`src/rtl/mem_port_arbiter_pkg.sv`:
```
// ============================================================================
// Module  : mem_port_arbiter_pkg
// Brief   : Shared types and constants for the fetch/data memory port arbiter.
// Revision: 1.0 - initial release
// ============================================================================
`default_nettype none

package mem_port_arbiter_pkg;

  typedef enum logic [1:0] {
    IDLE   = 2'd0,
    I_BUSY = 2'd1,
    D_BUSY = 2'd2
  } arb_state_t;

  localparam logic [31:0] ERR_DATA_DFLT       = 32'hDEAD_BEEF;
  localparam logic [31:0] MEM_ADDR_ALIGN_MASK = 32'hFFFF_FFFC;

endpackage

`default_nettype wire

```
`src/rtl/mem_port_arbiter_if.sv`:
```
// ============================================================================
// Module  : mem_port_arbiter_if
// Brief   : Fetch, data and memory-bus signals of the memory port arbiter.
// Revision: 1.0 - initial release
// ============================================================================
`default_nettype none

interface mem_port_arbiter_if;

  logic        i_req;
  logic [31:0] i_addr;
  logic        i_ack;
  logic [31:0] i_rdata;

  logic        d_req;
  logic        d_we;
  logic [31:0] d_addr;
  logic [31:0] d_wdata;
  logic        d_ack;
  logic [31:0] d_rdata;

  logic        mem_req;
  logic        mem_we;
  logic [31:0] mem_addr;
  logic [31:0] mem_wdata;
  logic [31:0] mem_rdata;
  logic        mem_ack;

  logic        stall;
  logic        bus_err;

  // Arbiter side
  modport slave (
    input  i_req, i_addr, d_req, d_we, d_addr, d_wdata, mem_rdata, mem_ack,
    output i_ack, i_rdata, d_ack, d_rdata, mem_req, mem_we, mem_addr,
           mem_wdata, stall, bus_err
  );

  // Pipeline stages and memory side
  modport master (
    output i_req, i_addr, d_req, d_we, d_addr, d_wdata, mem_rdata, mem_ack,
    input  i_ack, i_rdata, d_ack, d_rdata, mem_req, mem_we, mem_addr,
           mem_wdata, stall, bus_err
  );

endinterface

`default_nettype wire

```
`src/rtl/mem_port_arbiter.sv`:
```
// ============================================================================
// Module  : mem_port_arbiter
// Brief   : Arbitrates fetch and data requests onto one memory bus with
//           alternating fairness and back-to-back grants.
//           Optional bus timeout enabled by defining MEM_ARB_TIMEOUT_EN.
// Revision: 1.0 - initial release
// ============================================================================
`default_nettype none

module mem_port_arbiter
  import mem_port_arbiter_pkg::*;
#(
  parameter int unsigned MAX_WAIT = 64,
  parameter logic [31:0] ERR_DATA = ERR_DATA_DFLT
) (
  input  wire logic        clk,
  input  wire logic        rst,
  mem_port_arbiter_if.slave bus
);

  arb_state_t  state_q;
  logic        mem_req_q;
  logic        mem_we_q;
  logic [31:0] mem_addr_q;
  logic [31:0] mem_wdata_q;
  logic        i_ack_q;
  logic        d_ack_q;
  logic [31:0] i_rdata_q;
  logic [31:0] d_rdata_q;
  logic        last_d_q;

  logic        w_timeout;
  logic [31:0] w_rdata;
  logic        w_pend_i;
  logic        w_pend_d;
  logic        w_done;
  logic        w_decide;
  logic        w_grant_i;
  logic        w_grant_d;

  // The current owner still holds its req, and a requester being acked this
  // cycle still shows its old req; neither may win a new grant.
  assign w_pend_i  = bus.i_req & ~i_ack_q & (state_q != I_BUSY);
  assign w_pend_d  = bus.d_req & ~d_ack_q & (state_q != D_BUSY);
  assign w_done    = (state_q != IDLE) & (bus.mem_ack | w_timeout);
  assign w_decide  = (state_q == IDLE) | w_done;
  assign w_grant_d = w_decide & w_pend_d & (~w_pend_i | ~last_d_q);
  assign w_grant_i = w_decide & w_pend_i & ~w_grant_d;

  always_ff @(posedge clk or negedge rst) begin
    if (!rst) begin
      state_q     <= IDLE;
      mem_req_q   <= 1'b0;
      mem_we_q    <= 1'b0;
      mem_addr_q  <= '0;
      mem_wdata_q <= '0;
      i_ack_q     <= 1'b0;
      d_ack_q     <= 1'b0;
      i_rdata_q   <= '0;
      d_rdata_q   <= '0;
      last_d_q    <= 1'b0;
    end else begin
      i_ack_q <= 1'b0;
      d_ack_q <= 1'b0;

      if (w_done) begin
        if (state_q == I_BUSY) begin
          i_ack_q   <= 1'b1;
          i_rdata_q <= w_rdata;
        end else begin
          d_ack_q <= 1'b1;
          if (!mem_we_q) begin
            d_rdata_q <= w_rdata;
          end
        end
        mem_req_q <= 1'b0;
        state_q   <= IDLE;
      end

      // A grant on the completion cycle overrides the drop to IDLE above.
      if (w_grant_d) begin
        state_q     <= D_BUSY;
        mem_req_q   <= 1'b1;
        mem_we_q    <= bus.d_we;
        mem_addr_q  <= bus.d_addr & MEM_ADDR_ALIGN_MASK;
        mem_wdata_q <= bus.d_wdata;
        last_d_q    <= 1'b1;
      end else if (w_grant_i) begin
        state_q    <= I_BUSY;
        mem_req_q  <= 1'b1;
        mem_we_q   <= 1'b0;
        mem_addr_q <= bus.i_addr & MEM_ADDR_ALIGN_MASK;
        last_d_q   <= 1'b0;
      end
    end
  end

`ifdef MEM_ARB_TIMEOUT_EN
  localparam int unsigned c_WAIT_W = $clog2(MAX_WAIT + 1);
  localparam logic [c_WAIT_W-1:0] c_WAIT_LAST = c_WAIT_W'(MAX_WAIT - 1);

  logic [c_WAIT_W-1:0] wait_cnt_q;
  logic                bus_err_q;

  // A mem_ack landing on the last allowed cycle completes normally.
  assign w_timeout = ~bus.mem_ack & (wait_cnt_q == c_WAIT_LAST);
  assign w_rdata   = bus.mem_ack ? bus.mem_rdata : ERR_DATA;

  always_ff @(posedge clk or negedge rst) begin
    if (!rst) begin
      wait_cnt_q <= '0;
      bus_err_q  <= 1'b0;
    end else begin
      bus_err_q <= (state_q != IDLE) & w_timeout;
      if (w_grant_d | w_grant_i) begin
        wait_cnt_q <= '0;
      end else if ((state_q != IDLE) & ~bus.mem_ack) begin
        wait_cnt_q <= wait_cnt_q + c_WAIT_W'(1);
      end
    end
  end

  assign bus.bus_err = bus_err_q;
`else
  logic w_unused_params;

  assign w_timeout       = 1'b0;
  assign w_rdata         = bus.mem_rdata;
  assign bus.bus_err     = 1'b0;
  assign w_unused_params = ^{ERR_DATA, 32'(MAX_WAIT)};
`endif

  assign bus.mem_req   = mem_req_q;
  assign bus.mem_we    = mem_we_q;
  assign bus.mem_addr  = mem_addr_q;
  assign bus.mem_wdata = mem_wdata_q;
  assign bus.i_ack     = i_ack_q;
  assign bus.i_rdata   = i_rdata_q;
  assign bus.d_ack     = d_ack_q;
  assign bus.d_rdata   = d_rdata_q;
  assign bus.stall     = bus.d_req & ~d_ack_q;

endmodule

`default_nettype wire

```
`src/flat_wrapper.sv`:
```
// flat-port wrapper written by rule: the top's interface ports become plain ports
module mem_port_arbiter_flat import mem_port_arbiter_pkg::*;
#(
  parameter int unsigned MAX_WAIT = 64,
  parameter logic [31:0] ERR_DATA = ERR_DATA_DFLT
)
  (clk, rst, bus_i_req, bus_i_addr, bus_d_req, bus_d_we, bus_d_addr, bus_d_wdata, bus_mem_rdata, bus_mem_ack, bus_i_ack, bus_i_rdata, bus_d_ack, bus_d_rdata, bus_mem_req, bus_mem_we, bus_mem_addr, bus_mem_wdata, bus_stall, bus_bus_err);
  mem_port_arbiter_if bus_i ();
  input  wire logic clk;
  input  wire logic rst;
  input wire logic [$bits(bus_i.i_req)-1:0] bus_i_req;
  input wire logic [$bits(bus_i.i_addr)-1:0] bus_i_addr;
  input wire logic [$bits(bus_i.d_req)-1:0] bus_d_req;
  input wire logic [$bits(bus_i.d_we)-1:0] bus_d_we;
  input wire logic [$bits(bus_i.d_addr)-1:0] bus_d_addr;
  input wire logic [$bits(bus_i.d_wdata)-1:0] bus_d_wdata;
  input wire logic [$bits(bus_i.mem_rdata)-1:0] bus_mem_rdata;
  input wire logic [$bits(bus_i.mem_ack)-1:0] bus_mem_ack;
  output wire logic [$bits(bus_i.i_ack)-1:0] bus_i_ack;
  output wire logic [$bits(bus_i.i_rdata)-1:0] bus_i_rdata;
  output wire logic [$bits(bus_i.d_ack)-1:0] bus_d_ack;
  output wire logic [$bits(bus_i.d_rdata)-1:0] bus_d_rdata;
  output wire logic [$bits(bus_i.mem_req)-1:0] bus_mem_req;
  output wire logic [$bits(bus_i.mem_we)-1:0] bus_mem_we;
  output wire logic [$bits(bus_i.mem_addr)-1:0] bus_mem_addr;
  output wire logic [$bits(bus_i.mem_wdata)-1:0] bus_mem_wdata;
  output wire logic [$bits(bus_i.stall)-1:0] bus_stall;
  output wire logic [$bits(bus_i.bus_err)-1:0] bus_bus_err;
  assign bus_i.i_req = bus_i_req;
  assign bus_i.i_addr = bus_i_addr;
  assign bus_i.d_req = bus_d_req;
  assign bus_i.d_we = bus_d_we;
  assign bus_i.d_addr = bus_d_addr;
  assign bus_i.d_wdata = bus_d_wdata;
  assign bus_i.mem_rdata = bus_mem_rdata;
  assign bus_i.mem_ack = bus_mem_ack;
  assign bus_i_ack = bus_i.i_ack;
  assign bus_i_rdata = bus_i.i_rdata;
  assign bus_d_ack = bus_i.d_ack;
  assign bus_d_rdata = bus_i.d_rdata;
  assign bus_mem_req = bus_i.mem_req;
  assign bus_mem_we = bus_i.mem_we;
  assign bus_mem_addr = bus_i.mem_addr;
  assign bus_mem_wdata = bus_i.mem_wdata;
  assign bus_stall = bus_i.stall;
  assign bus_bus_err = bus_i.bus_err;
  mem_port_arbiter #(.MAX_WAIT(MAX_WAIT), .ERR_DATA(ERR_DATA)) u_core (.clk(clk), .rst(rst), .bus(bus_i));
endmodule
```
`config.mk`:
```
export PLATFORM = sky130hd
export DESIGN_NAME = mem_port_arbiter_flat
export DESIGN_NICKNAME = d
export VERILOG_FILES = /design/src/rtl/mem_port_arbiter_pkg.sv /design/src/rtl/mem_port_arbiter_if.sv /design/src/rtl/mem_port_arbiter.sv /design/src/flat_wrapper.sv
export SDC_FILE = /design/constraint.sdc
export NUM_CORES = 1
export LEC_CHECK = 0
export ABC_AREA = 1
export BUFFER_PORTS_ARGS = -buffer_cell sky130_fd_sc_hd__buf_2
export CAP_MARGIN = 25
export CORE_MARGIN = 5
export CORE_UTILIZATION = 45
export CTS_BUF_LIST = sky130_fd_sc_hd__clkbuf_4
export DETAILED_ROUTE_END_ITERATION = 8
export HOLD_SLACK_MARGIN = 0.02
export PLACE_DENSITY = 0.78
export SLEW_MARGIN = 5
export SYNTH_ARGS = -nofsm -noshare
export SYNTH_HDL_FRONTEND = slang
export SYNTH_SLANG_ARGS = --single-unit
```
`constraint.sdc`:
```
create_clock -name clk -period 4 [get_ports clk]
set_input_delay 0.2 -clock clk [delete_from_list [all_inputs] [get_ports clk]]
set_output_delay 0.2 -clock clk [all_outputs]
set_load 0.01 [all_outputs]
```
==> flow_summary.toml, run 1 <==
[run_status]
outcome = "finished, final reports clean"

[logic_synthesis]
synth_top_area_cell = "dfrtp_1"
synth_top_family_by_area = "simple AND/OR/NAND/NOR gates"
synth_compound_area_frac = 0.06004
synthMuxAreaShare = 0
synth_area_leaders = "dfrtp_1, nand2_1, nand3_1"
syn_area_um2 = 5648
ys_warn_count = 0
yosysUniqueCellTypes = 20
synthCells = 676
synth_edf_count = 0
avgSynthCellArea_um2 = 8.355
synthXorXnorAreaFrac = 0
synth_simple_gate_area_frac = 0.2623
yosysSeqAreaShare = 0.5893
yosys_most_used_dff = "dfrtp_1"
synth_fa_ha_area_frac = 0
yosysMostFrequentCell = "nand2_1"
ys_top_cells_by_count = "nand2_1, dfrtp_1, nand3_1, inv_1, o21ai_0"
async_flop_share = 1.000
synth_top_area_share = 0.5893
ys_ff_latch = 133

[grt]
grt_pass1_vias = 6296
grt_overflow = 0
grt_max_degree = 80
grt_use_total = 0.2683
grt_pass1_wl_um = 31080
antenna_found_initial = 0

[drt]
ant_nets = 0
avgRoutedWirePerCell_um = 16.00
wl_um = 19760
vias_per_cell = 4.933
first_pass_iters = 7
drt_iter0_drc = 588
drc = 0
via_count = 6092

[sta]
worst_pin_slew_ns = 0.9042
setup_viol = 0
rsz0062_at_grt = "false"
relSlewSlack = 0.3963
tns_ns = 0
drv_slew = 0
max_clock_freq_mhz = 338.2
finalCritPeriodShare = 0.7392
hold_viol = 0
clock_skew_ns = 0.01606
min_period_ns = 2.957

[clocking]
cts_tree = "done"
numCtsBuffers = 17
cts_sinks = 133
ctsLongestPathBuffers = 2
cts_setup_buffers = 0
clkLatencyLatePin_ns = 0.54
cts-root-buf = "clkbuf_4"
clk_pin_slew_worst_paths_ns = 0.12
htreeDepth = 4

[power]
power_density_nw_per_um2 = 705.8
p_leak_uw = 0.004865
vdd_drop_max_v = 0.0003908

[finish]
drive_gt1_frac = 0.2863
num-fill-cells = 887
stdcell_count = 1235
layout-area-overhead-vs-synth_pct = 51.84
nNetsFinal = 1183

[worst_setup_path]
r2r_end = "u_core.bus.mem_addr[12]$_DFFE_PN0P_"
crit_type = "reg -> reg"
cp.required_ns = 4.42
crit_path_max_fanout = 78
rr_worst_depth = 9
r2r_start = "u_core.bus.i_ack$_DFF_PN0_"
cp-start-kind = "flip-flop"
crit_arrival_ns = 3.38
r2r_setup_slack_ns = 1.04
crit_path_end_kind = "flip-flop"

[worst_hold_path]
hold_class = "in -> async"

[floorplanning]
io_pins = 268
row_count = 41
fp.dieW_um = 122.0
floorplan.core_area_um2 = 12470
dieArea_um2 = 14890
start_util = 0.4531
die_h_um = 122.0

[placed_design]
dp_hpwl_um = 11370
portBuffers = 260
gp_congestion = 0.7566
placed_cells = 1073

[job]
maxCapViolCount = 0
stage by stage:
stage | util | hold WS [ns] | worst slack (ns) | area [um2] | power [uW]
2_1_floorplan | - | -0.09559 | 2.688 | 5655 | 3816
3_3_place_gp | 0.5628 | 0.3938 | 1.528 | 7015 | 4793
3_5_place_dp | 0.5628 | 0.3956 | 1.521 | 7015 | 4880
4_1_cts | 0.6839 | 0.3294 | 1.141 | 8526 | 5977
5_1_grt | 0.6877 | 0.1681 | 0.9007 | 8573 | 6515
6_report | 0.6879 | 0.1950 | 1.043 | 8576 | 6053
placed cells by master, fill, tap and decap left out, types with 2 or more instances in the layout:
master and count:
nand2_1 262, buf_2 259, dfrtp_1 133, dlygate4sd3_1 127
nand3_1 93, inv_1 69, o21ai_0 57, clkbuf_4 20
o21ai_1 8, buf_4 7, clkinv_1 4, clkinv_2 4
conb_1 3, inv_2 2, clkinvlp_4 2, buf_12 2
area by class of cell:
type	instances	area [um2]	area share
Timing Repair Buffer	396	2688	0.3134
Sequential cell	133	3328	0.3881
Multi-Input combinational cell	430	1837	0.2142
Clock inverter	12	88.84	0.01036
Tap cell	172	215.2	0.02509
Inverter	71	266.5	0.03108
Antenna cell	1	2.502	0.0002918
Clock buffer	20	150.1	0.01751
worst max path at each step:
stage | endpoint | from | cells after the start | slack, ns
final | u_core.bus.mem_addr[12]$_DFFE_PN0P_ | u_core.bus.i_ack$_DFF_PN0_ | 9 | 1.04
after global routing | u_core.bus.mem_addr[12]$_DFFE_PN0P_ | u_core.bus.i_ack$_DFF_PN0_ | 9 | 0.90
after CTS | u_core.bus.mem_addr[11]$_DFFE_PN0P_ | u_core.bus.i_ack$_DFF_PN0_ | 9 | 1.14
after detailed placement | u_core.bus.mem_wdata[7]$_DFFE_PN0N_ | u_core.bus.i_ack$_DFF_PN0_ | 7 | 1.52
after global placement | u_core.bus.mem_we$_DFFE_PN0P_ | u_core.bus.i_ack$_DFF_PN0_ | 7 | 1.53
after floorplan | u_core.state_q[1]$_DFFE_PN0P_ | u_core.bus.i_ack$_DFF_PN0_ | 6 | 2.69
logic make-up (layout without fill, tap and decap cells):
| group | after synthesis | after routing |
|---|---|---|
| AND/OR/NAND/NOR | 360 | 360 |
| flip-flops | 133 | 133 |
| buffers and inverters | 115 | 499 |
| AO/OA/AOI/OAI | 67 | 67 |
| other | 1 | 4 |
metal layers:
metal | vias up | GRT usage | share of wire
met5 | - | 0 | 0
met3 | 68 | 0.09749 | 0.11
met2 | 375 | 0.4527 | 0.49
met4 | 0 | 0.1275 | 0.034
li1 | 2842 | - | -
met1 | 2807 | 0.3023 | 0.37
power breakdown:
group          leakage, uW  internal (uW)  switching (uW)
Sequential         0.00164           1990             362
Combinational      0.00309           1190            1720
Clock             0.000132            316             479
state kept, by name, indices dropped and copies added (netlist names):
register / flops
u_core.bus.i_ack: 1
u_core.state_q: 2
u_core.bus.mem_addr: 30
u_core.bus.mem_req: 1
u_core.bus.d_ack: 1
u_core.bus.mem_we: 1
u_core.bus.d_rdata: 32
u_core.bus.mem_wdata: 32
u_core.last_d_q: 1
u_core.bus.i_rdata: 32
critical path, cell delays in order, from the launching register on:
cell and delay [ns]:
dfrtp_1 0.41, nor2_2 0.10, buf_4 0.35, nand3_2 0.16, nand2_4 0.66, buf_4 0.36
nand2_1 0.11, nand2_1 0.08, dlygate4sd3_1 0.55, nand2_1 0.06
repair_timing:
item | in CTS | in global routing
endpoints found under the hold margin | 210 | 0
hold buffers | 127 | 0
gates resized for setup | 0 | 0
Note: power is estimated with default switching activity, not from simulation.
==> run 2: changes to the inputs <==
clock period = 2.87 ns   (was 4 ns; I/O delays follow)
==> run 2 against run 1 <==
Final cell count down 0.16%. Design area up 0.35%. Combinational power up 40%. Via count up 0.80%. Sequential power up 39%. Worst hold slack worse by 0.011 ns. Clock power up 70%. Total power up 43%. Non-clock buffer count unchanged. Fmax up 12%. First-iteration DRC count up 12%. Critical path type unchanged.
==> flow_summary.toml, run 2 (same netlist as run 1, synthesis figures left out) <==
[run_status]
outcome = "finished, final reports clean"

[worst_setup_path]
cp-start-kind = "flip-flop"
crit_type = "reg -> reg"
critPathMaxStageDelay_ns = 0.59
crit_start = "u_core.bus.i_ack$_DFF_PN0_"
cp.required_ns = 3.29
crit_arrival_ns = 3.06
cp_cell_sequence = "nor2_2 -> nand3_2 -> nand2_4 -> buf_4 -> nand2_1 -> nand2_1 -> dlygate4sd3_1 -> nand2_1"
cp_slowest_cell = "buf_4"
crit_path_max_fanout = 62
crit_path_end_kind = "flip-flop"
r2r_start = "u_core.bus.i_ack$_DFF_PN0_"
crit_path_frequent_cell = "nand2_1"

[drt]
first_pass_iters = 6
via_count = 6141
wl_um = 19930
avgRoutedWirePerCell_um = 16.16
drt_iter0_drc = 657
ant_nets = 0
vias_per_cell = 4.981
drc = 0

[clocking]
htreeDepth = 4
ctsLongestPathBuffers = 2
numCtsBuffers = 17
clk_pin_slew_worst_paths_ns = 0.11
cts-root-buf = "clkbuf_4"
cts_tree = "done"
cts_sinks = 133
cts_setup_buffers = 0
clkLatencyLatePin_ns = 0.53

[power]
p_leak_uw = 0.004881
vdd_drop_max_v = 0.0005785
power_density_nw_per_um2 = 1009

[grt]
grt_pass1_vias = 6287
grt_pass1_wl_um = 31210
grt_use_total = 0.2686
grt_max_degree = 65
grt_overflow = 0
antenna_found_initial = 0

[placed_design]
place_worst_setup_slack_ns = 0.8774
dp_hpwl_um = 11570
portBuffers = 260
placed_cells = 1075
gp_congestion = 0.7547

[finish]
drive_gt1_frac = 0.2856
layout_common_cells = "nand2_1, buf_2, dfrtp_1, dlygate4sd3_1, nand3_1"
final_common_cell = "nand2_1"
antennaDiodeCount = 0
num-fill-cells = 901
utilization = 0.6904
layout-area-overhead-vs-synth_pct = 52.37
nNetsFinal = 1183
stdcell_count = 1233

[floorplanning]
fp.dieW_um = 122.0
row_count = 41
io_pins = 268
dieArea_um2 = 14890
start_util = 0.4531
floorplan.core_area_um2 = 12470
die_h_um = 122.0

[sta]
setup_viol = 0
clock_skew_ns = 0.02118
max_clock_freq_mhz = 379.3
tns_ns = 0
worst_slack_ns = 0.2336
drv_slew = 0
finalCritPeriodShare = 0.9186
min_period_ns = 2.636
relSlewSlack = 0.3744
rsz0062_at_grt = "false"
hold_viol = 0
worst_pin_slew_ns = 0.9370

[job]
maxCapViolCount = 0

[worst_hold_path]
hold_class = "in -> async"
-- run 2: what timing repair did --
item,in CTS,in global routing
hold endpoints to repair,179,0
hold buffers,127,0
gates resized for setup,0,0
-- run 2: report_power, final --
group / total, uW / leakage [uW] / switching [uW] / internal [uW]
combinational: 4060 / 0.00308 / 2410 / 1650
clock: 1350 / 0.000162 / 662 / 693
sequential: 3260 / 0.00164 / 495 / 2770
-- run 2: path summary, 6_finish.rpt --
| path | end | slack, ns | cells after the start |
|---|---|---|---|
| worst max-delay path | u_core.bus.mem_addr[25]$_DFFE_PN0P_ | 0.23 | 8 |
| worst min-delay path | u_core.bus.mem_wdata[10]$_DFFE_PN0N_ | 0.18 | 2 |
| worst max register to register | u_core.bus.mem_addr[25]$_DFFE_PN0P_ | 0.23 | 8 |
| worst min register to register | u_core.bus.mem_wdata[28]$_DFFE_PN0N_ | 0.48 | 2 |
| max in group asynchronous | u_core.bus.d_rdata[26]$_DFFE_PN0P_ | 1.85 | 3 |
| min in group clk | u_core.last_d_q$_DFFE_PN0P_ | 0.34 | 6 |
-- run 2: critical path: cells and delay by family (launching register included) --
family | cells | cell delay (ns)
buffers and inverters | 2 | 1.16
flip-flops | 1 | 0.40
AND/OR/NAND/NOR | 6 | 0.93
-- run 2: layout make-up --
type	count	area (um2)	share of cell area
sequential	133	3328	0.3867
timing repair buffer	396	2655	0.3085
multi-input combinational	430	1837	0.2134
inverter	71	266.5	0.03097
tap	172	215.2	0.02501
clock inverter	12	161.4	0.01876
clock buffer	19	142.6	0.01657
-- run 2: metrics by stage --
stage          total power, uW  hold slack [ns]  cell area, um2
2_1_floorplan             5319          -0.1521            5655
3_3_place_gp              6683           0.1975            7030
3_5_place_dp              6804           0.1974            7030
4_1_cts                   8585           0.1279            8606
5_1_grt                   9305           0.1667            8606
6_report                  8679           0.1840            8606
-- run 2: routing by layer --
| layer | global-route usage | up-vias | wire length (um) |
|---|---|---|---|
| li1 | - | 2842 | - |
| met1 | 0.3081 | 2810 | 7391 |
| met2 | 0.4441 | 412 | 9502 |
| met3 | 0.1031 | 77 | 2282 |
| met4 | 0.1261 | 0 | 753 |
| met5 | 0 | - | 0 |
==> run 3: changes to the inputs <==
CORE_UTILIZATION = 40   (was 45)
PLACE_DENSITY = 0.71   (was 0.78)
==> run 3 against run 2 <==
Clock power shrank 9.6%. Setup slack improved by 0.36 ns. Via count decreased by 3.9%. Clock skew fell by 0.0083 ns. First-iteration DRC count decreased by 35%. Count of clock-buffer cells in the layout shrank 2. Flip-flop and latch count unchanged. Worst hold slack better by 0.014 ns.
==> flow_summary.toml, run 3 (same netlist as run 1, synthesis figures left out) <==
[run_status]
outcome = "finished, final reports clean"

[clocking]
cts_tree = "done"
cts-root-buf = "clkbuf_4"
cts_sinks = 133
ctsLongestPathBuffers = 2
clkLatencyLatePin_ns = 0.54
numCtsBuffers = 17
cts_resized = 0
cts_setup_buffers = 0
htreeDepth = 4
clk_pin_slew_worst_paths_ns = 0.12

[worst_setup_path]
cp.required_ns = 3.29
cp-start-kind = "flip-flop"
crit_path_max_fanout = 63
crit_type = "reg -> reg"
crit_arrival_ns = 2.70
crit_path_end_kind = "flip-flop"

[grt]
antenna_found_initial = 0
busiest_layer = "met2"
grt_max_degree = 73
grt_overflow = 0
grt_use_total = 0.2288
grt_pass1_vias = 6098
use_met3 = 0.07597
met1_usage = 0.2744
grt_pass1_wl_um = 30190
met2_usage = 0.3884

[drt]
avgRoutedWirePerCell_um = 15.09
drc = 0
drt_iter0_drc = 428
ant_nets = 0
first_pass_iters = 5
via_count = 5902
wl_um = 18760
vias_per_cell = 4.748

[floorplanning]
fp.dieW_um = 128.8
floorplan.core_area_um2 = 13880
row_count = 43
die_h_um = 128.8
dieArea_um2 = 16600
io_pins = 268
start_util = 0.4069

[sta]
max_clock_freq_mhz = 439.3
hold_viol = 0
tns_ns = 0
timing.hold.ws_ns = 0.1978
worst_slack_ns = 0.5935
worst_pin_slew_ns = 0.9095
finalCritPeriodShare = 0.7932
clock_skew_ns = 0.01284
drv_slew = 0
setup_viol = 0
relSlewSlack = 0.3928
min_period_ns = 2.276
rsz0062_at_grt = "false"

[placed_design]
dp_hpwl_um = 11290
portBuffers = 260
place_worst_setup_slack_ns = 1.024
gp_congestion = 0.7903

[worst_hold_path]
hold_class = "in -> async"

[job]
maxCapViolCount = 0

[finish]
antennaDiodeCount = 0
layout_common_cells = "nand2_1, buf_2, dfrtp_1, dlygate4sd3_1, nand3_1"
num-fill-cells = 1151
utilization = 0.6193
nNetsFinal = 1184
layout-area-overhead-vs-synth_pct = 52.22
drive_gt1_frac = 0.2907
final_common_cell = "nand2_1"

[power]
power_density_nw_per_um2 = 983.3
finalPower_uw = 8453
vdd_drop_max_v = 0.0004926
p_leak_uw = 0.004869
## run 3: cell types whose count changed in the layout (fill, tap and decap cells not counted), moves of 2 or more
cell        change
bufinv_16       -3
clkbuf_4        -2
clkinv_1        -4
clkinv_4        +2
clkinvlp_4      +2
inv_6           +4
inv_8           +2
## run 3: metal layers
| layer | vias up | routed length [um] |
|---|---|---|
| met1 | 2739 | 7456 |
| met2 | 286 | 9033 |
| met5 | - | 0 |
| met3 | 30 | 1932 |
| met4 | 0 | 334 |
| li1 | 2847 | - |
## run 3: worst paths after layout
check | slack, ns | cells after the start | start | end
worst min register to register | 0.49 | 2 | u_core.bus.mem_wdata[25]$_DFFE_PN0N_ | u_core.bus.mem_wdata[25]$_DFFE_PN0N_
max in group asynchronous | 1.84 | 3 | rst | u_core.bus.d_rdata[25]$_DFFE_PN0P_
worst max-delay path | 0.59 | 8 | u_core.state_q[0]$_DFFE_PN0P_ | u_core.bus.mem_addr[11]$_DFFE_PN0P_
worst max register to register | 0.59 | 8 | u_core.state_q[0]$_DFFE_PN0P_ | u_core.bus.mem_addr[11]$_DFFE_PN0P_
min in group clk | 0.33 | 6 | bus_i_req | u_core.bus.mem_req$_DFFE_PN0P_
worst min-delay path | 0.20 | 2 | rst | u_core.bus.mem_addr[18]$_DFFE_PN0P_
## run 3: repair_timing
item | in CTS | in global routing
endpoints found under the setup margin | 0 | 0
hold buffers | 127 | 0
hold endpoints to repair | 201 | 0
## run 3: final cells by class
| class | instances | area (um2) | share of cell area |
|---|---|---|---|
| clock buffer | 17 | 127.6 | 0.01484 |
| clock inverter | 15 | 146.4 | 0.01703 |
| inverter | 71 | 266.5 | 0.03100 |
| multi-input combinational | 430 | 1837 | 0.2137 |
| sequential | 133 | 3328 | 0.3871 |
| tap | 180 | 225.2 | 0.02620 |
| timing repair buffer | 397 | 2666 | 0.3101 |
## run 3: power by group
group / internal (uW) / switching [uW]
combinational: 1660 / 2330
sequential: 2760 / 472
clock: 451 / 772
total: 4870 / 3580
## run 3: worst max-delay path: stages (launching register included)
cell and delay [ns]:
dfrtp_1 0.43, nand2_1 0.12, nand3_2 0.12, nand2_4 0.36, buf_12 0.31, nand2_1 0.13
nand2_1 0.09, dlygate4sd3_1 0.55, nand2_1 0.05
## run 3: through the flow
step / std cells / instance area (um2)
2_1_floorplan: 678 / 5655
3_3_place_gp: 1084 / 7052
3_5_place_dp: 1084 / 7052
5_1_grt: 1243 / 8597
4_1_cts: 1243 / 8597
6_report: 1243 / 8597
